**config.mk**
```make
export PLATFORM = sky130hd
export DESIGN_NAME = download_copier
export DESIGN_NICKNAME = d
export VERILOG_FILES = /design/src/rtl/download_copier.sv
export SDC_FILE = /design/constraint.sdc
export NUM_CORES = 1
export LEC_CHECK = 0
export CORE_ASPECT_RATIO = 1.1
export CORE_MARGIN = 2
export CORE_UTILIZATION = 40
export CTS_CLUSTER_SIZE = 28
export DETAILED_ROUTE_END_ITERATION = 12
export PLACE_DENSITY = 0.7
export SKIP_CTS_REPAIR_TIMING = 1
export SYNTH_ARGS = -nofsm -noshare
export SYNTH_HDL_FRONTEND = slang
export SYNTH_SLANG_ARGS = --single-unit
```
**constraint.sdc**
```tcl
create_clock -name clk -period 2.6 [get_ports clk]
set_input_delay 0.26 -clock clk [delete_from_list [all_inputs] [get_ports clk]]
set_output_delay 0.26 -clock clk [all_outputs]
set_load 0.005 [all_outputs]
```
**src/rtl/download_copier.sv**
```systemverilog
// download_copier: copies a finished SPI download buffer into system memory.
// Optional running checksum of copied bytes: define DOWNLOAD_COPIER_CHECKSUM_EN.
module download_copier #(
    parameter logic [15:0] DEST_BASE = 16'h0000,
    parameter logic [15:0] MAX_SIZE  = 16'h8000,
    parameter int          READ_LAT  = 1
) (
    input  logic        clk,
    input  logic        reset,
    input  logic        downloading,
    input  logic [15:0] size,
    output logic [14:0] buf_a,
    input  logic [7:0]  buf_dout,
    output logic [15:0] mem_addr,
    output logic [7:0]  mem_data,
    output logic        mem_we,
    input  logic        mem_ack,
    output logic        busy,
    output logic        done,
    output logic [7:0]  checksum
);

    typedef enum logic [2:0] {
        IDLE,
        LOAD,
        READ,
        WRITE,
        FIN
    } state_t;

    localparam logic [1:0] LAT_LAST = 2'(READ_LAT - 1);

    state_t      state;
    state_t      state_nx;
    logic        dl_meta;
    logic        dl_sync;
    logic        dl_prev;
    logic        rise;
    logic        fall;
    logic [15:0] idx;
    logic [15:0] len;
    logic [15:0] len_in;
    logic [1:0]  lat_cnt;
    logic        wr_first;
    logic [7:0]  data_q;
    logic        last;
    logic [7:0]  wr_byte;

    assign rise    = dl_sync & ~dl_prev;
    assign fall    = ~dl_sync & dl_prev;
    assign len_in  = (size > MAX_SIZE) ? MAX_SIZE : size;
    assign last    = ((idx + 16'd1) == len);
    // First WRITE cycle takes the byte straight off the buffer; later cycles
    // replay the captured copy so the write data cannot drift while waiting.
    assign wr_byte = wr_first ? buf_dout : data_q;

    // Two-flop synchronizer plus edge-detect history for downloading
    always_ff @(posedge clk) begin
        if (reset) begin
            dl_meta <= 1'b0;
            dl_sync <= 1'b0;
            dl_prev <= 1'b0;
        end else begin
            dl_meta <= downloading;
            dl_sync <= dl_meta;
            dl_prev <= dl_sync;
        end
    end

    // State register
    always_ff @(posedge clk) begin
        if (reset) begin
            state <= IDLE;
        end else begin
            state <= state_nx;
        end
    end

    // Next-state logic; a new download start always wins over copy progress
    always_comb begin
        state_nx = state;
        unique case (state)
            IDLE: begin
                if (rise) state_nx = LOAD;
            end
            LOAD: begin
                if (fall) state_nx = (len_in == 16'd0) ? FIN : READ;
            end
            READ: begin
                if (rise) state_nx = LOAD;
                else if (lat_cnt == LAT_LAST) state_nx = WRITE;
            end
            WRITE: begin
                if (rise) state_nx = LOAD;
                else if (mem_ack) state_nx = last ? FIN : READ;
            end
            FIN: begin
                state_nx = rise ? LOAD : IDLE;
            end
            default: state_nx = IDLE;
        endcase
    end

    // Copy datapath: length latch, byte index, read latency count, data capture
    always_ff @(posedge clk) begin
        if (reset) begin
            idx      <= 16'd0;
            len      <= 16'd0;
            lat_cnt  <= 2'd0;
            wr_first <= 1'b0;
            data_q   <= 8'd0;
        end else begin
            lat_cnt  <= (state == READ) ? lat_cnt + 2'd1 : 2'd0;
            wr_first <= (state == READ);
            if (state == LOAD && fall) len <= len_in;
            if (state == LOAD) begin
                idx <= 16'd0;
            end else if (state == WRITE && mem_ack && !last && !rise) begin
                idx <= idx + 16'd1;
            end
            if (state == WRITE && wr_first) data_q <= buf_dout;
        end
    end

`ifdef DOWNLOAD_COPIER_CHECKSUM_EN
    logic [7:0] sum_q;

    // Running sum of accepted bytes, restarted for every new download
    always_ff @(posedge clk) begin
        if (reset) begin
            sum_q <= 8'd0;
        end else if (state == LOAD) begin
            sum_q <= 8'd0;
        end else if (state == WRITE && mem_ack) begin
            sum_q <= sum_q + wr_byte;
        end
    end

    assign checksum = sum_q;
`else
    assign checksum = 8'h00;
`endif

    // Moore outputs decoded from state
    always_comb begin
        buf_a    = idx[14:0];
        busy     = 1'b0;
        done     = 1'b0;
        mem_we   = 1'b0;
        mem_addr = 16'd0;
        mem_data = 8'd0;
        unique case (state)
            IDLE: ;
            LOAD: busy = 1'b1;
            READ: busy = 1'b1;
            WRITE: begin
                busy     = 1'b1;
                mem_we   = 1'b1;
                mem_addr = DEST_BASE + idx;
                mem_data = wr_byte;
            end
            FIN: done = 1'b1;
            default: ;
        endcase
    end

endmodule

```
==> metrics.yaml, run 1 <==
synthArstFlopShare: 0
layout.nets: 492
tns_ns: 0
fmax_mhz: 411.9
area_delta_synth_final_pct: 29.80
cp.arrival_ns: 2.67
crit_chain: "buf_4 -> and4_2 -> a2111oi_0 -> nor4_1 -> o2bb2ai_1 -> nor4_4 -> buf_6 -> or4_1 -> a21oi_1"
start_util: 0.4066
coreArea_um2: 7785
worstMarginPinSlew_ns: 0.5803
fin_util: 0.5278
place_ws_ns: 0.06277
min_period_ns: 2.428
cp_slowest_stage_delay_ns: 0.41
die_area_um2: 8642
synth.avg_cell_area_um2: 7.759
cts_tree: "done"
synthCells: 408
drc_errors: 0
grt.overflow.total: 0
vdd_drop_max_mv: 0.3058
first_pass_iters: 5
finish.instance_area_um2: 4109
dieWidth_um: 88.82
final_antenna_net_count: 0
htreeDepth: 2
numCtsBuffers: 5
layout_setup_ws_ns: 0.1721
path_clk_slew_ns: 0.09
post_route_cells_drive_above_1_share: 0.1188
path_max_fanout: 18
p_leak_uw: 0.001429
yosys_warnings: 0
diodes: 0
r2r_slack_ns: 0.17
hold_violations: 0
maxCapViolCount: 0
num_rows: 34
critPathCaptureType: "register"
finalWeightedCongestion: 0.8839
finalSetupViolations: 0
required_ns: 2.84
top_usage_layer: "met2"
die_height_um: 97.30
slew_viol_final: 0
grtUsageMet1: 0.2845
antenna_found_initial: 0
crit_type: "register to register"
critPathBufInv: 2
pwr_density_cell_nw_per_um2: 369.4
yosysUniqueCellTypes: 56
io_buffers: 69
gr-usage-met3: 0.03483
grt_pass1_wl_um: 14590
hp-class: "register to register"
critPathSlowestCell: "nor4_1"
grt_use_total: 0.2081
grt_pass1_vias: 3107
slew_headroom: 0.6095
fin_total_pwr_uw: 1518
synth_edf_count: 0
place_area_um2: 3871
cts-root-buf: "clkbuf_8"
fin_crit_sh: 0.9338
cts.path.max_buffers: 2
grt_use_met2: 0.3209
cts_num_sinks: 49
dp_hpwl_um: 6447
clk_latency_ns: 0.31
pin_count: 78
detail_route.wirelength_um: 8764
synthesis.area_um2: 3166
clock_skew_ns: 0.01041
drtIter0Drc: 317
ys.flop_type: "dfxtp_1"
rsz0062_at_grt: "no"
critPathTopFamily: "simple AND/OR/NAND/NOR gates"
dr_total_vias: 3227
vias_per_cell: 5.651
yosys_register_bits: 49
cp-start-kind: "register"
yosysSeqAreaShare: 0.3099
grt_max_degree: 35
outcome: "finished clean"
wl_per_cell_um: 15.35
## cells in the final DEF (no fill, tap or decap), types with 7 or more instances in the layout
cell type / instances
or3_1: 12
nand4_1: 12
conb_1: 8
a21oi_1: 30
nand3_1: 13
buf_4: 23
dfxtp_1: 45
clkdlybuf4s50_1: 69
o21ai_0: 18
xnor2_1: 7
nand2_1: 32
nor4_1: 7
and3_1: 19
mux2i_1: 13
a22oi_1: 14
nor2_1: 42
## area by class of cell
| cell class | instances | area, µm² |
|---|---|---|
| clock buffer | 5 | 68.82 |
| fill | 691 | 3676 |
| clock inverter | 3 | 65.06 |
| multi-input combinational | 306 | 1946 |
| timing repair buffer | 94 | 885.9 |
| tap | 108 | 135.1 |
| sequential | 49 | 985.9 |
| inverter | 6 | 22.52 |
## metal layers
metal | part of all wire | vias up
li1 | - | 1547
met1 | 0.44 | 1509
met2 | 0.46 | 146
met3 | 0.061 | 25
met4 | 0.032 | 0
met5 | 0 | -
## sequential cells by signal, summed over array words and instances (netlist names)
register	flops
data_q	8
dl_meta	1
dl_prev	1
dl_sync	1
idx	16
lat_cnt	2
len	16
state	3
wr_first	1
## synth_stat cells (all sizes together) (3+ instances only)
library cell | number | share of area
xor2 | 8 | 0.022
or3 | 12 | 0.024
xnor2 | 8 | 0.022
mux2i | 13 | 0.041
nor3b | 3 | 0.0071
o21ai | 18 | 0.028
or4 | 4 | 0.0095
nor2b | 6 | 0.012
and3 | 19 | 0.038
a22oi | 14 | 0.033
and4 | 3 | 0.0083
nand4 | 12 | 0.024
dfxtp | 49 | 0.31
a211oi | 4 | 0.0095
buf | 35 | 0.078
o31ai | 4 | 0.0095
nor2 | 42 | 0.050
nor4 | 10 | 0.025
nand3 | 15 | 0.025
inv | 6 | 0.0071
nand2 | 32 | 0.038
nor3 | 8 | 0.013
nand2b | 4 | 0.0079
clkbuf | 19 | 0.023
o211ai | 3 | 0.0087
a21oi | 30 | 0.047
## stage by stage
step | instances | hold slack (ns)
5_1_grt | 571 | 0.4422
4_1_cts | 569 | 0.4239
6_report | 571 | 0.4195
3_3_place_gp | 561 | 0.4086
3_5_place_dp | 561 | 0.4099
2_1_floorplan | 415 | 0.3882
## power breakdown
part	leakage [µW]	total [µW]	switching, µW	internal, µW
clock network	0.0000681	644	262	382
logic	0.000964	114	56.3	57.4
registers	0.000397	760	6.37	754
## path summary, 6_finish.rpt
| kind | from | to | depth (start not counted) |
|---|---|---|---|
| worst max-delay path | idx[1] | idx[7] | 9 |
| worst max register to register | idx[1] | idx[7] | 9 |
| worst min register to register | lat_cnt[0] | lat_cnt[0] | 1 |
| worst min-delay path | lat_cnt[0] | lat_cnt[0] | 1 |
## cell families (layout without fill, tap and decap cells)
logic type                 count (synthesis)  after routing  share of synthesized area
other                                      1              8                   0.001185
muxes                                     13             13                    0.04111
DFF                                       49             49                     0.3099
buffers and inverters                     60            108                     0.1079
AOI/OAI and AO/OA                         86             86                     0.1795
and+or+nand+nor                          181            181                     0.3083
adders and majority gates                  2              2                   0.007904
xor gates and xnor gates                  16             16                    0.04427
Note: power is estimated with default switching activity, not from simulation.
==> inputs of run 2 (changes only) <==
Settings changed: SKIP_CTS_REPAIR_TIMING 1 to default.
==> results of run 2 <==
The final DEF is identical to that of run 1; final timing and power are the same.
